**src/rtl/pmem_arbiter.sv**
```systemverilog
// rtl/pmem_arbiter.sv - program memory port arbiter between CPU fetch and host loader
// CPU fetches win reads; an aging counter forces a host read through after MAX_HOST_WAIT denials.
module pmem_arbiter #(
  parameter int DATA_W        = 8,
  parameter int DEPTH         = 16,
  parameter int INIT_CYCLES   = DEPTH,
  parameter int MAX_HOST_WAIT = 4,
  localparam int AW           = $clog2(DEPTH)
) (
  input  logic              clk_i,
  input  logic              rst_i,
  input  logic              cpu_req_i,
  input  logic [AW-1:0]     cpu_addr_i,
  output logic              cpu_gnt_o,
  output logic              cpu_rvalid_o,
  output logic [DATA_W-1:0] cpu_rdata_o,
  input  logic              host_req_i,
  input  logic              host_we_i,
  input  logic [AW-1:0]     host_addr_i,
  input  logic [DATA_W-1:0] host_wdata_i,
  output logic              host_gnt_o,
  output logic              host_rvalid_o,
  output logic [DATA_W-1:0] host_rdata_o,
  output logic              mem_wen_o,
  output logic [AW-1:0]     mem_waddr_o,
  output logic [DATA_W-1:0] mem_wdata_o,
  output logic              mem_ren_o,
  output logic [AW-1:0]     mem_raddr_o,
  input  logic [DATA_W-1:0] mem_rdata_i,
  output logic              ready_o
);

  localparam int IW = $clog2(INIT_CYCLES + 1);
  localparam int WW = $clog2(MAX_HOST_WAIT + 1);
  localparam logic [IW-1:0] INIT_LAST = IW'(INIT_CYCLES - 1);
  localparam logic [WW-1:0] WAIT_MAX  = WW'(MAX_HOST_WAIT);

  typedef enum logic {INIT, RUN} state_t;

  state_t          state;
  logic [IW-1:0]   init_cnt;
  logic [WW-1:0]   wait_cnt;
  logic            rd_valid;
  logic            rd_owner;   // 1 = host owns the read in flight

  logic run;
  logic host_rd;
  logic host_wr;
  logic host_rd_win;

  assign run         = (state == RUN);
  assign host_rd     = host_req_i & ~host_we_i;
  assign host_wr     = host_req_i & host_we_i;
  assign host_rd_win = run & host_rd & (~cpu_req_i | (wait_cnt == WAIT_MAX));

  assign cpu_gnt_o   = run & cpu_req_i & ~host_rd_win;
  assign host_gnt_o  = host_rd_win | (run & host_wr);

  // Writes use the dedicated write port and never contend with fetches.
  assign mem_wen_o   = run & host_wr;
  assign mem_waddr_o = host_addr_i;
  assign mem_wdata_o = host_wdata_i;
  assign mem_ren_o   = cpu_gnt_o | host_rd_win;
  assign mem_raddr_o = host_rd_win ? host_addr_i : cpu_addr_i;

  assign cpu_rvalid_o  = rd_valid & ~rd_owner;
  assign host_rvalid_o = rd_valid & rd_owner;
  assign cpu_rdata_o   = mem_rdata_i;
  assign host_rdata_o  = mem_rdata_i;

  always_ff @(posedge clk_i or negedge rst_i) begin
    if (!rst_i) begin
      state    <= INIT;
      init_cnt <= '0;
      wait_cnt <= '0;
      ready_o  <= 1'b0;
      rd_valid <= 1'b0;
      rd_owner <= 1'b0;
    end else begin
      rd_valid <= mem_ren_o;
      rd_owner <= host_rd_win;
      case (state)
        INIT: begin
          init_cnt <= init_cnt + IW'(1);
          if (init_cnt == INIT_LAST) begin
            state   <= RUN;
            ready_o <= 1'b1;
          end
        end
        RUN: begin
          if (host_rd && !host_rd_win) begin
            if (wait_cnt != WAIT_MAX) wait_cnt <= wait_cnt + WW'(1);
          end else begin
            wait_cnt <= '0;
          end
        end
        default: state <= INIT;
      endcase
    end
  end

endmodule

```
**config.mk**
```make
export PLATFORM = sky130hd
export DESIGN_NAME = pmem_arbiter
export DESIGN_NICKNAME = d
export VERILOG_FILES = /design/src/rtl/pmem_arbiter.sv
export SDC_FILE = /design/constraint.sdc
export NUM_CORES = 1
export LEC_CHECK = 0
export ABC_AREA = 1
export CAP_MARGIN = 20
export CELL_PAD_IN_SITES_DETAIL_PLACEMENT = 0
export CELL_PAD_IN_SITES_GLOBAL_PLACEMENT = 1
export CORE_MARGIN = 5
export CORE_UTILIZATION = 30
export DETAILED_ROUTE_END_ITERATION = 10
export DONT_BUFFER_PORTS = 1
export PLACE_DENSITY_LB_ADDON = 0.12
export RECOVER_POWER = 25
export SLEW_MARGIN = 30
export SYNTH_ARGS = -nofsm -noshare
export SYNTH_HDL_FRONTEND = slang
export SYNTH_SLANG_ARGS = --single-unit
export TNS_END_PERCENT = 1
```
**constraint.sdc**
```tcl
create_clock -name clk_i -period 1.3 [get_ports clk_i]
set_input_delay 0.13 -clock clk_i [delete_from_list [all_inputs] [get_ports clk_i]]
set_output_delay 0.13 -clock clk_i [all_outputs]
set_load 0.01 [all_outputs]
```
==> results.sh <==
export IMPL_track_usage_pct=8.81
export IMPL_avgSynthCellArea_um2=7.88
export IMPL_avgViaCountPerCell=4.47
export IMPL_drv_slew=0
export IMPL_synth_compound_area_share_pct=2.11
export IMPL_cts_tree="done"
export IMPL_status="finished with violations"
export IMPL_worstPathCellList="inv_2 > ha_4 > nand2_4 > nand2_4 > buf_6 > nand3_4 > nand2_2"
export IMPL_synth_top_cell_area_share_pct=33.7
export IMPL_die_area_mm2=0.00416
export IMPL_drv_cap=0
export IMPL_cellLeakagePower_nw=0.496
export IMPL_worst_path_buf_inv=2
export IMPL_hold_violations=0
export IMPL_fin_crit_sh_pct=109
export IMPL_r2r_worst_path_cells=4
export IMPL_arrival_ns=1.29
export IMPL_synth_area_leaders="dfrtp_1 34%, buf_4 24%, nand2_1 12%"
export IMPL_grt_max_degree=13
export IMPL_die_w_um=64.5
export IMPL_final_setup_tns_ns=-0.586
export IMPL_crit_type="reg2out"
export IMPL_worst_pin_slew_ns=0.573
export IMPL_synth_edff_count=0
export IMPL_min_to="wait_cnt[0]"
export IMPL_ir_drop_mv=0.208
export IMPL_numCtsBuffers=3
export IMPL_ys_ff_latch=12
export IMPL_start_util_pct=31.8
export IMPL_holdPathStages=3
export IMPL_synth_top_family_by_area="buffers and inverters"
export IMPL_cpMostUsedCell="nand2_4"
export IMPL_setup_viol=7
export IMPL_ys_top_cells_by_count="28 x buf_4, 28 x nand2_1, 12 x dfrtp_1, 12 x inv_1, 9 x nor2_1"
export IMPL_multi_input_area_um2=422
export IMPL_syn_to_final_growth_pct=6.74
export IMPL_synth_flop_cell="dfrtp_1"
export IMPL_r2r_setup_slack_ns=0.03
export IMPL_violations="setup timing"
export IMPL_fmax_ghz=0.706
export IMPL_routedWlPerCell_um=12.6
export IMPL_ys_async_sr_fraction_pct=100
export IMPL_yosysWarningCount=0
export IMPL_final_layout_size_suffix_gt1_share_pct=42.6
export IMPL_rows=19
export IMPL_powerDensity_mw_per_mm2=818
export IMPL_synth_fa_ha_area_share_pct=5.62
export IMPL_skew_ns=0.000743
export IMPL_hold_start="host_we_i"
export IMPL_synthMuxAreaShare_pct=0
export IMPL_h_tree_depth=1
export IMPL_antenna_found_initial=0
export IMPL_hp_class="in2reg"
export IMPL_vias=590
export IMPL_clk_path_buf_depth=2
export IMPL_clk_latency_ns=0.27
export IMPL_fin_ws_ns=-0.116
export IMPL_critPathMaxStageDelay_ns=0.39
export IMPL_dp_hpwl_um=1230
export IMPL_antenna_cells=0
export IMPL_finalPower_w=0.000778
export IMPL_finalCoreUtilization_pct=33.9
export IMPL_coreArea_mm2=0.00281
export IMPL_dr_pass1_iters=4
export IMPL_worstPathRequired_ns=1.17
export IMPL_ys_seq_area_share_pct=33.7
export IMPL_crit_family="flip-flops"
export IMPL_place_port_buffers=0
export IMPL_synth_area_leader_cell="dfrtp_1"
export IMPL_root_buffer="clkbuf_4"
export IMPL_syn_nets=146
export IMPL_yosysUniqueCellTypes=18
export IMPL_n_fill_cell=312
export IMPL_ant_nets=0
export IMPL_cpMaxStageDelayCell="dfrtp_1"
export IMPL_yosys_area_share_simple_pct=27.2
export IMPL_worstPathMaxFanout=5
export IMPL_die_h_um=64.5
export IMPL_timing_rr_end="run"
export IMPL_grt_overflow=0
export IMPL_crit_path_end_kind="primary output"
export IMPL_start_kind="flip-flop"
export IMPL_drt_iter0_drc=21
export IMPL_gp_congestion=0.717
export IMPL_fin_nets=135
export IMPL_rsz0062_at_grt="yes"
export IMPL_syn_area_um2=891
export IMPL_syn_inst=113
export IMPL_relSlewSlack_pct=61.7
export IMPL_grt_pass1_wl_um=2850
export IMPL_fin_crit_ns=1.42
export IMPL_route_final_wire_length_um=1660
export IMPL_cts_sinks=12
export IMPL_clkTransAtPathRegs_ns=0.08
export IMPL_r2r_start="init_cnt[1]"
export IMPL_synth_xor_area_share_pct=0.983
export IMPL_grt_pass1_vias=640
export IMPL_register_area_um2=302
export IMPL_post_route_drc_count=0
export IMPL_io_pins=68
[kinds of logic after synthesis]
kind of cell    Yosys count
compound gates            3
xor+xnor                  1
fa+ha+maj                 4
buf+inv                  42
flops                    12
simple gates             51
[through the flow]
stage          hold slack (ns)  instance area, µm²  setup slack (ns)  std cells
3_3_place_gp            -0.165                 763            0.0123        122
5_1_grt                 0.0611                 951            -0.228        132
6_report                0.0463                 951            -0.116        132
2_1_floorplan           -0.166                 893            0.0161        113
3_5_place_dp            -0.165                 763           0.00115        122
4_1_cts                 0.0313                 898            -0.165        129
[where the power goes]
group	internal, W	switching, W
clock network	0.000170	0.000129
logic	0.0000375	0.0000614
registers	0.000378	0.00000254
[placed cells by master, fill, tap and decap left out, types with 2 or more instances in the layout]
master,count
buf_4,11
clkbuf_4,3
dfrtp_1,11
ha_4,2
inv_1,10
inv_2,3
nand2_1,21
nand2_2,5
nand2_4,4
nand3_1,3
nand3_2,3
nor2_1,7
[final cells by class]
type / count / area share [%]
multi-input combinational: 59 / 44.3
sequential: 12 / 31.7
timing repair buffer: 13 / 10.9
inverter: 13 / 5.13
tap: 31 / 4.08
clock buffer: 4 / 3.82
[how the worst max path moves through the flow]
stage	start	endpoint	slack [ns]	cells past startpoint
detailed placement	init_cnt[0]	run	0.001	4
global placement	init_cnt[0]	run	0.01	4
global route	wait_cnt[0]	mem_raddr_o[2]	-0.23	7
CTS	wait_cnt[1]	mem_raddr_o[0]	-0.16	7
floorplan	init_cnt[1]	run	0.02	4
finish	wait_cnt[0]	mem_raddr_o[0]	-0.12	7
[timing repair]
action / 4_1_cts / 5_1_grt
hold buffers: 1 / 0
buffers inserted: 2 / 3
endpoints found under the setup margin: 8 / 11
cloned: 0 / 0
pin swaps: 8 / 3
gates resized for setup: 23 / 5
hold endpoints to repair: 12 / 0
[per-layer routing]
metal  track usage (%)  vias up  routed length, µm
li1                  -      294                  -
met1              9.75      260                673
met2              13.8       29                783
met3              3.11        7                179
met4              6.86        0                 21
met5                 0        -                  0
[tightest hold or removal path, stage by stage]
cell     delay, ns
nor2_8        0.04
nand3_1       0.07
nand2_1       0.04
[flip-flops by register name, summed over array words and instances, names as in the netlist]
| register | flops |
|---|---|
| init_cnt | 5 |
| run | 1 |
| ready_o | 1 |
| rd_valid | 1 |
| wait_cnt | 3 |
| rd_owner | 1 |
No activity file was read; power rests on OpenSTA's default activity.
